File: config.mk
export PLATFORM = sky130hd
export DESIGN_NAME = gmii_rx_fifo48
export DESIGN_NICKNAME = d
export VERILOG_FILES = /design/src/rtl/gmii_rx_fifo48_pkg.sv /design/src/rtl/gmii_rx_fifo48_packer.sv /design/src/rtl/gmii_rx_fifo48.sv
export SDC_FILE = /design/constraint.sdc
export NUM_CORES = 1
export LEC_CHECK = 0
export CAP_MARGIN = 20
export CELL_PAD_IN_SITES_DETAIL_PLACEMENT = 0
export CELL_PAD_IN_SITES_GLOBAL_PLACEMENT = 2
export CORE_MARGIN = 2
export CORE_UTILIZATION = 34
export CTS_CLUSTER_SIZE = 28
export DETAILED_ROUTE_END_ITERATION = 12
export PLACE_DENSITY_LB_ADDON = 0.2
export SLEW_MARGIN = 25
export SYNTH_ARGS = -nofsm -noshare
export SYNTH_HDL_FRONTEND = slang
export SYNTH_SLANG_ARGS = --single-unit
File: constraint.sdc
create_clock -name clk -period 3 [get_ports clk]
set_input_delay 0.6 -clock clk [delete_from_list [all_inputs] [get_ports clk]]
set_output_delay 0.6 -clock clk [all_outputs]
set_load 0.05 [all_outputs]
File: src/rtl/gmii_rx_fifo48_pkg.sv
// Shared types and constants for the GMII receive-to-FIFO packer.
package gmii_rx_fifo48_pkg;

    localparam int         WORD_W        = 48;
    localparam logic [7:0] PREAMBLE_BYTE = 8'h55;
    localparam logic [7:0] SFD_BYTE      = 8'hD5;

    typedef enum logic [2:0] {
        ST_IDLE     = 3'd0,
        ST_PREAMBLE = 3'd1,
        ST_HEADER   = 3'd2,
        ST_PAYLOAD  = 3'd3,
        ST_DROP     = 3'd4
    } state_t;

endpackage

File: src/rtl/gmii_rx_fifo48_packer.sv
// Big-endian byte-to-48-bit packer: first byte lands in [47:40].
// word_vld is combinational and marks the cycle the sixth byte is presented.
module byte_packer48
    import gmii_rx_fifo48_pkg::*;
(
    input  logic              clk,
    input  logic              rst,
    input  logic              clr,
    input  logic              byte_vld,
    input  logic [7:0]        byte_in,
    output logic [WORD_W-1:0] word,
    output logic              word_vld
);

    logic [2:0]  lane_q, lane_d;
    logic [39:0] shift_q, shift_d;

    // Lane counter and five-byte shift history; clr holds the packer empty.
    always_comb begin
        lane_d  = lane_q;
        shift_d = shift_q;
        if (clr) begin
            lane_d  = 3'd0;
            shift_d = '0;
        end else if (byte_vld) begin
            shift_d = {shift_q[31:0], byte_in};
            lane_d  = (lane_q == 3'd5) ? 3'd0 : lane_q + 3'd1;
        end
    end

    // Packer state registers.
    always_ff @(posedge clk) begin
        if (rst) begin
            lane_q  <= 3'd0;
            shift_q <= '0;
        end else begin
            lane_q  <= lane_d;
            shift_q <= shift_d;
        end
    end

    assign word     = {shift_q, byte_in};
    assign word_vld = byte_vld && !clr && (lane_q == 3'd5);

endmodule

File: src/rtl/gmii_rx_fifo48.sv
// GMII receive framer: strips preamble/SFD and header, packs payload into
// 48-bit FIFO words, and counts accepted and dropped frames.
//
// state      | meaning
// -----------+---------------------------------------------------------
// IDLE       | waiting for rx_dv; first cycle after reset forces DROP
// PREAMBLE   | receiving 0x55 bytes, waiting for SFD
// HEADER     | skipping HDR_BYTES header bytes
// PAYLOAD    | packing bytes, writing a word every sixth byte
// DROP       | ignoring the rest of the frame until rx_dv falls
module gmii_rx_fifo48
    import gmii_rx_fifo48_pkg::*;
#(
    parameter int HDR_BYTES = 14,
    parameter int MAX_WORDS = 200
) (
    input  logic              clk,
    input  logic              rst,
    input  logic [7:0]        rxd,
    input  logic              rx_dv,
    input  logic              rx_er,
    input  logic              fifo_full,
    output logic [WORD_W-1:0] fifo_din,
    output logic              fifo_wr_en,
    output logic [15:0]       frame_cnt,
    output logic [15:0]       drop_cnt,
    output logic              busy
);

    localparam int HCW = (HDR_BYTES > 1) ? $clog2(HDR_BYTES) : 1;
    localparam int WCW = $clog2(MAX_WORDS + 1);

    state_t            state_q, state_d;
    logic [7:0]        rxd_q, rxd_d;
    logic              rx_dv_q, rx_dv_d;
    logic              rx_er_q, rx_er_d;
    logic [HCW-1:0]    hdr_cnt_q, hdr_cnt_d;
    logic [WCW-1:0]    word_cnt_q, word_cnt_d;
    logic              cap_hit_q, cap_hit_d;
    logic              rst_dly_q;
    logic [WORD_W-1:0] fifo_din_q, fifo_din_d;
    logic              fifo_wr_en_q, fifo_wr_en_d;
    logic [15:0]       frame_cnt_q, frame_cnt_d;
    logic [15:0]       drop_cnt_q, drop_cnt_d;

    logic              pack_vld, pack_clr, pack_word_vld;
    logic [WORD_W-1:0] pack_word;

    assign pack_vld = (state_q == ST_PAYLOAD) && rx_dv_q && !rx_er_q;
    assign pack_clr = (state_q != ST_PAYLOAD);

    byte_packer48 u_packer (
        .clk      (clk),
        .rst      (rst),
        .clr      (pack_clr),
        .byte_vld (pack_vld),
        .byte_in  (rxd_q),
        .word     (pack_word),
        .word_vld (pack_word_vld)
    );

    // Next-state, counter and FIFO write decisions from the registered GMII inputs.
    always_comb begin
        rxd_d        = rxd;
        rx_dv_d      = rx_dv;
        rx_er_d      = rx_er;
        state_d      = state_q;
        hdr_cnt_d    = hdr_cnt_q;
        word_cnt_d   = word_cnt_q;
        cap_hit_d    = cap_hit_q;
        fifo_din_d   = fifo_din_q;
        fifo_wr_en_d = 1'b0;
        frame_cnt_d  = frame_cnt_q;
        drop_cnt_d   = drop_cnt_q;

        case (state_q)
            ST_IDLE: begin
                cap_hit_d = 1'b0;
                // A frame cut by reset may still be in flight; wait it out.
                if (rst_dly_q) begin
                    state_d = ST_DROP;
                end else if (rx_dv_q) begin
                    state_d = (rxd_q == PREAMBLE_BYTE) ? ST_PREAMBLE : ST_DROP;
                end
            end
            ST_PREAMBLE: begin
                if (!rx_dv_q) begin
                    state_d = ST_IDLE;
                end else if (rx_er_q) begin
                    state_d    = ST_DROP;
                    drop_cnt_d = drop_cnt_q + 16'd1;
                end else if (rxd_q == SFD_BYTE) begin
                    hdr_cnt_d  = '0;
                    word_cnt_d = '0;
                    state_d    = (HDR_BYTES == 0) ? ST_PAYLOAD : ST_HEADER;
                end else if (rxd_q != PREAMBLE_BYTE) begin
                    state_d = ST_DROP;
                end
            end
            ST_HEADER: begin
                if (!rx_dv_q) begin
                    state_d = ST_IDLE;
                end else if (rx_er_q) begin
                    state_d    = ST_DROP;
                    drop_cnt_d = drop_cnt_q + 16'd1;
                end else if (hdr_cnt_q == HCW'(HDR_BYTES - 1)) begin
                    state_d = ST_PAYLOAD;
                end else begin
                    hdr_cnt_d = hdr_cnt_q + HCW'(1);
                end
            end
            ST_PAYLOAD: begin
                if (!rx_dv_q) begin
                    state_d     = ST_IDLE;
                    frame_cnt_d = frame_cnt_q + 16'd1;
                end else if (rx_er_q) begin
                    state_d    = ST_DROP;
                    drop_cnt_d = drop_cnt_q + 16'd1;
                end else if (pack_word_vld) begin
                    if (fifo_full) begin
                        state_d    = ST_DROP;
                        drop_cnt_d = drop_cnt_q + 16'd1;
                    end else begin
                        fifo_din_d   = pack_word;
                        fifo_wr_en_d = 1'b1;
                        // Word cap reached: frame is good, tail (FCS) is ignored.
                        if (word_cnt_q == WCW'(MAX_WORDS - 1)) begin
                            state_d   = ST_DROP;
                            cap_hit_d = 1'b1;
                        end else begin
                            word_cnt_d = word_cnt_q + WCW'(1);
                        end
                    end
                end
            end
            ST_DROP: begin
                if (!rx_dv_q) begin
                    state_d   = ST_IDLE;
                    cap_hit_d = 1'b0;
                    if (cap_hit_q) begin
                        frame_cnt_d = frame_cnt_q + 16'd1;
                    end
                end
            end
            default: state_d = ST_IDLE;
        endcase
    end

    // State and datapath registers with synchronous reset.
    always_ff @(posedge clk) begin
        if (rst) begin
            state_q      <= ST_IDLE;
            rxd_q        <= '0;
            rx_dv_q      <= 1'b0;
            rx_er_q      <= 1'b0;
            hdr_cnt_q    <= '0;
            word_cnt_q   <= '0;
            cap_hit_q    <= 1'b0;
            rst_dly_q    <= 1'b1;
            fifo_din_q   <= '0;
            fifo_wr_en_q <= 1'b0;
            frame_cnt_q  <= '0;
            drop_cnt_q   <= '0;
        end else begin
            state_q      <= state_d;
            rxd_q        <= rxd_d;
            rx_dv_q      <= rx_dv_d;
            rx_er_q      <= rx_er_d;
            hdr_cnt_q    <= hdr_cnt_d;
            word_cnt_q   <= word_cnt_d;
            cap_hit_q    <= cap_hit_d;
            rst_dly_q    <= 1'b0;
            fifo_din_q   <= fifo_din_d;
            fifo_wr_en_q <= fifo_wr_en_d;
            frame_cnt_q  <= frame_cnt_d;
            drop_cnt_q   <= drop_cnt_d;
        end
    end

    assign fifo_din   = fifo_din_q;
    assign fifo_wr_en = fifo_wr_en_q;
    assign frame_cnt  = frame_cnt_q;
    assign drop_cnt   = drop_cnt_q;
    assign busy       = (state_q != ST_IDLE);

endmodule

# Yosys cells after proc, flatten, opt, wreduce, memory -nomap -nowiden
# Cells that the tools add are included.
# Widths: inputs -> output; s select.
# classes
n_addsub,5
n_mul,0
div,0
magnitude_cmp,0
n_eq_ne,35
shifts,0
mux,54
bitwise_logic,5
n_reduce_logical,23
# ops
operator,count
$mux 16,9
$mux 8,8
$pmux 16 s2,2
$mux 3,17
$add 16x1->16 const B,2
$ne 2x2->1 const B,14
$mux 4,6
$eq 8x8->1 const B,2
$pmux 8 s2,1
$pmux 3 s5,1
$reduce_and 7->1,2
$reduce_and 6->1,2
$ne 3x3->1 const B,3
$reduce_and 9->1,1
$add 8x1->8 const B,1
$eq 8x7->1 const B,1
$mux 1,8
$ne 4x4->1 const B,2
$ne 8x7->1 const B,1
$pmux 4 s2,1
$reduce_bool 2->1,4
$eq 3x2->1 const B,2
$eq 3x3->1 const B,2
$ne 2x1->1 const B,3
other kinds (17),27
# totals
register_bits,151
latch_bits,0
mem_bits_rw,0
romBits,0
input_bits,13
output_inout_bits,82
elab_cells,136
memories,0

# Longest topological paths before layout
# Gate-level depths: netlist of the first run.
# depth
ltp_word,9
ltp_mapped,7
mapped_depth_nobuf,7

# Hierarchy
# Synthesis of the first run repeated with hierarchy kept, for this count alone.
# hier_totals
cells_unflattened,692
hier_area_um2,6154.7
# by_module_without_submodules
mod,n_inst,cells_each,area_each_um2,seq_area_each_um2
gmii_rx_fifo48,1,540,4484.3,2162.1
byte_packer48,1,152,1670.4,860.8

# Worst setup path after synthesis of the first run
# No wires, ideal clock.
# synth_path
kind,reg-to-reg
from,reg frame_cnt_q[0] (netlist: frame_cnt[0])
to,reg frame_cnt_q[11] (netlist: frame_cnt[11])
setup_ps,128
arrival_ps,1711
required_ps,2872
slack_ps,1162
path_stages_with_launch,6
path_buffers,0
period_less_slack_ps,1838
path_cell_list,dfxtp_1 nand3_1 a2111oi_4 nand4_1 xor2_1 nor2_1
# synth_between
elab_chain_len,4
word_cells_on_any_way,5
classes_between,add/sub (1); mux (4)
# synth_lines
element,line_no,rtl
"start, declared",gmii_rx_fifo48.sv:43,"logic [15:0] frame_cnt_q, frame_cnt_d;"
"start signal, assigned",gmii_rx_fifo48.sv:175,frame_cnt_q <= frame_cnt_d;
$add 16x1->16 (*),"gmii_rx_fifo48.sv:115, gmii_rx_fifo48.sv:141",
$mux 16,gmii_rx_fifo48.sv:140,if (cap_hit_q) begin
$mux 16,gmii_rx_fifo48.sv:137,if (!rx_dv_q) begin
$pmux 16 s2 (*),gmii_rx_fifo48.sv:76,case (state_q)
# Every way passes the cells marked *; elsewhere a longest branch is shown, timed or not. The select of a mux whose other input is x is not followed.
# A chain may end at the register's enable or synchronous reset.

# Worst setup path in the final report of the first run
# layout_path
from,reg state_q[0]
to,out busy
# layout_between
elab_chain_len,1
# layout_lines
element,line_no,rtl
"start, declared",gmii_rx_fifo48.sv:33,"state_t state_q, state_d;"
"start signal, assigned",gmii_rx_fifo48.sv:165,state_q <= state_d;
$reduce_bool 3->1,gmii_rx_fifo48.sv:184,assign busy = (state_q != ST_IDLE);
"end, declared",gmii_rx_fifo48.sv:27,output logic busy
# No other way between the ends.

==> flow_metrics.tcl, run 1 <==
set metrics [dict create \
    cp.arrival_ns 1.98 \
    fin_cells 1035 \
    hold_buffers 0 \
    end_kind "primary output" \
    areaGrowthSynthToFinish_pct 27.7 \
    first_pass_iters 6 \
    grtUsageMet3_pct 4.33 \
    swShare_pct 24.6 \
    dp.final_hpwl_mm 9.89 \
    avgSynthCellArea_sq_um 8.37 \
    gp_congestion 0.811 \
    top_usage_layer "met2" \
    pin_count 95 \
    use_met2_pct 26.3 \
    grt_max_degree 50 \
    power_switching_mw 1.06 \
    cts_setup_buffers 0 \
    nets 815 \
    grt_usage_pct 16.1 \
    max_freq_ghz 0.387 \
    synth_nets 735 \
    synth_common_cells "200 x nand2_1, 151 x dfxtp_1, 101 x a21oi_1" \
    min_path_type "flop to flop" \
    routed_via_density 4.88 \
    io_buffers 94 \
    p_clk_share_pct 45.2 \
    critPathMaxFanout 11 \
    wirelength_mm 14.7 \
    synth.top_cell.area_share_pct 50.4 \
    ys_warn_count 0 \
    placedCellCount 1003 \
    tightest_slew_ns 0.577 \
    drv_cap 0 \
    cp_cell_sequence "or3_1 -> clkdlybuf4s50_1" \
    final_area_sq_mm 0.00766 \
    place_area_sq_mm 0.00712 \
    dieArea_sq_mm 0.0187 \
    fin_skew_ns 0.00993 \
    rr_startpoint "rx_dv_q$_SDFF_PP0_" \
    cts_buffer_depth 2 \
    worstSkewPairLatency_ns 0.42 \
    grt_overflow 0 \
    start_util_pct 34.7 \
    grt_util_met1_pct 20.6 \
    seq_area_frac_synth_pct 50.4 \
    power_frac_comb_pct 6.3 \
    tns_ns 0 \
    row_count 48 \
    synth_ff_type "dfxtp_1" \
    cts_resized 0 \
    yosysTopAreaCell "dfxtp_1" \
    peakVddDrop_v 0.000402 \
    rsz0062_at_grt "false" \
    grt_pass1_wl_mm 23.9 \
    drt_iter0_drc 254 \
    cts_buffers 17 \
    grt_pass1_vias 4839 \
    fin_crit_sh_pct 86.1 \
    slowest_stage "clkdlybuf4s50_1" \
    cts_num_sinks 151 \
    cts_max_level 4 \
    diodes 0 \
    cp-startpoint "state_q[0]$_SDFFE_PP0P_" \
    yosysMostFrequentCell "nand2_1" \
    max_stage_delay_ns 0.73 \
    synthTopCellsByArea "dfxtp_1 50%, nand2_1 13%, a21oi_1 8.4%" \
    drive_gt1_share_pct 7.16 \
    synthArstFlopShare_pct 0 \
    ys_ff_latch 151 \
    detail-route-antenna-nets 0 \
    p_leak_nw 2.50 \
    die_w_um 137 \
    syn_inst 717 \
    drc_errors 0 \
    antenna_found_initial 0 \
    synth_area_sq_mm 0.00600 \
    power_frac_seq_pct 48.4 \
    power_density_mw_per_mm2 561 \
    relSlewSlack_pct 61.1 \
    wl_per_cell_um 14.2 \
    worstSetupStartpointType "flop" \
    synth_edf_count 0 \
    cts.clk_slew.worst_paths_ns 0.06 \
    fin_crit_ns 2.58 \
    utilization_pct 44.3 \
    hold_viol_final 0 \
    cts_tree "done" \
    ys_types 58 \
    hold_path.startpoint "fifo_din[21]$_SDFFE_PP0P_" \
    intPower_mw 3.24 \
    status "complete, no violations" \
    worstSetupPathType "flop to primary output" \
    vias 5053 \
    root_buffer "clkbuf_16" \
    core_region_area_sq_mm 0.0173 \
    die_h_um 137 \
    worstPathRequired_ns 2.40 \
    setup_viol 0 \
    drv_slew 0 \
]
==> through the flow <==
stage                     setup WS, ns  power, mW  hold WS, ns
after floorplan                   1.16       2.33        0.432
after global placement           0.667       2.39        0.443
after detailed placement         0.561       2.40        0.446
after CTS                        0.394       4.34        0.455
after global routing             0.313       4.47        0.471
final                            0.416       4.29        0.452
==> worst paths after layout <==
| kind | endpoint | slack, ns | cells past startpoint |
|---|---|---|---|
| min reg2reg | fifo_din[21]$_SDFFE_PP0P_ | 0.45 | 2 |
| max reg2reg | word_cnt_q[3]$_SDFFE_PP0P_ | 0.94 | 6 |
| max | busy | 0.42 | 2 |
| min | fifo_din[21]$_SDFFE_PP0P_ | 0.45 | 2 |
==> cell type report <==
type | count | area (sq um)
Multi-Input combinational cell | 518 | 2780
Clock inverter | 11 | 73.8
Timing Repair Buffer | 104 | 1030
Clock buffer | 21 | 460
Tap cell | 225 | 282
Sequential cell | 151 | 3020
Inverter | 5 | 18.8
Fill cell | 1748 | 9640
==> sequential cells by signal, summed over array words and instances (netlist names) <==
| name | flops |
|---|---|
| u_packer.shift_q | 40 |
| frame_cnt | 16 |
| word_cnt_q | 8 |
| fifo_din | 48 |
| u_packer.lane_q | 3 |
| drop_cnt | 16 |
| rx_dv_q | 1 |
| rxd_q | 8 |
| state_q | 3 |
| hdr_cnt_q | 4 |
| rst_dly_q | 1 |
| fifo_wr_en | 1 |
| rx_er_q | 1 |
| cap_hit_q | 1 |
==> cell families (layout without fill, tap and decap cells) <==
logic type | Yosys count | count (layout) | share of synthesized area (%)
AOI/OAI and AO/OA | 127 | 127 | 12.7
muxes | 4 | 4 | 0.688
xor gates and xnor gates | 33 | 33 | 4.82
adders and majority gates | 5 | 5 | 1.04
and+or+nand+nor | 349 | 349 | 27.0
buffers and inverters | 48 | 141 | 3.38
DFF | 151 | 151 | 50.4
==> power groups by stage <==
stage,clock network [mW],logic [mW],registers [mW]
floorplan,0,0.234,2.09
CTS,1.99,0.275,2.08
global route,2.09,0.295,2.09
finish,1.94,0.272,2.08
global placement,0,0.269,2.12
detailed placement,0,0.272,2.12
==> layout by cell type, fill, tap and decap left out, types with 4 or more instances in the layout <==
| cell type | count |
|---|---|
| buf_4 | 10 |
| nand3_1 | 22 |
| xnor2_1 | 16 |
| and4_1 | 4 |
| nand4_1 | 11 |
| and3_1 | 6 |
| nor3_1 | 10 |
| nand2_1 | 200 |
| clkbuf_16 | 17 |
| nor2b_1 | 11 |
| ha_1 | 5 |
| o21ai_0 | 4 |
| clkdlybuf4s50_1 | 93 |
| nor2_1 | 53 |
| a21oi_1 | 101 |
| clkinv_2 | 5 |
| inv_1 | 5 |
| dfxtp_1 | 151 |
| xor2_1 | 17 |
| a21o_1 | 4 |
==> critical path, delay by kind of cell, from the launching register on <==
| family | cells | cell delay, ns |
|---|---|---|
| buf+inv | 1 | 0.73 |
| simple gates | 1 | 0.42 |
| flops | 1 | 0.41 |
==> layer usage <==
metal	vias up	wire, um
met1	2361	6850
met3	19	602
met4	0	225
met5	-	0
met2	103	7030
li1	2570	-
Note: power is estimated with default switching activity, not from simulation.
==> run 2: changes to the inputs <==
--- a/config.mk
+++ b/config.mk
@@ -5,7 +5,7 @@
 export SDC_FILE = /design/constraint.sdc
 export NUM_CORES = 1
 export LEC_CHECK = 0
-export CAP_MARGIN = 20
+export ABC_CLOCK_PERIOD_IN_PS = 3000
 export CELL_PAD_IN_SITES_DETAIL_PLACEMENT = 0
 export CELL_PAD_IN_SITES_GLOBAL_PLACEMENT = 2
 export CORE_MARGIN = 2
==> results of run 2 <==
No change in the layout: final DEF, timing and power equal those of run 1.
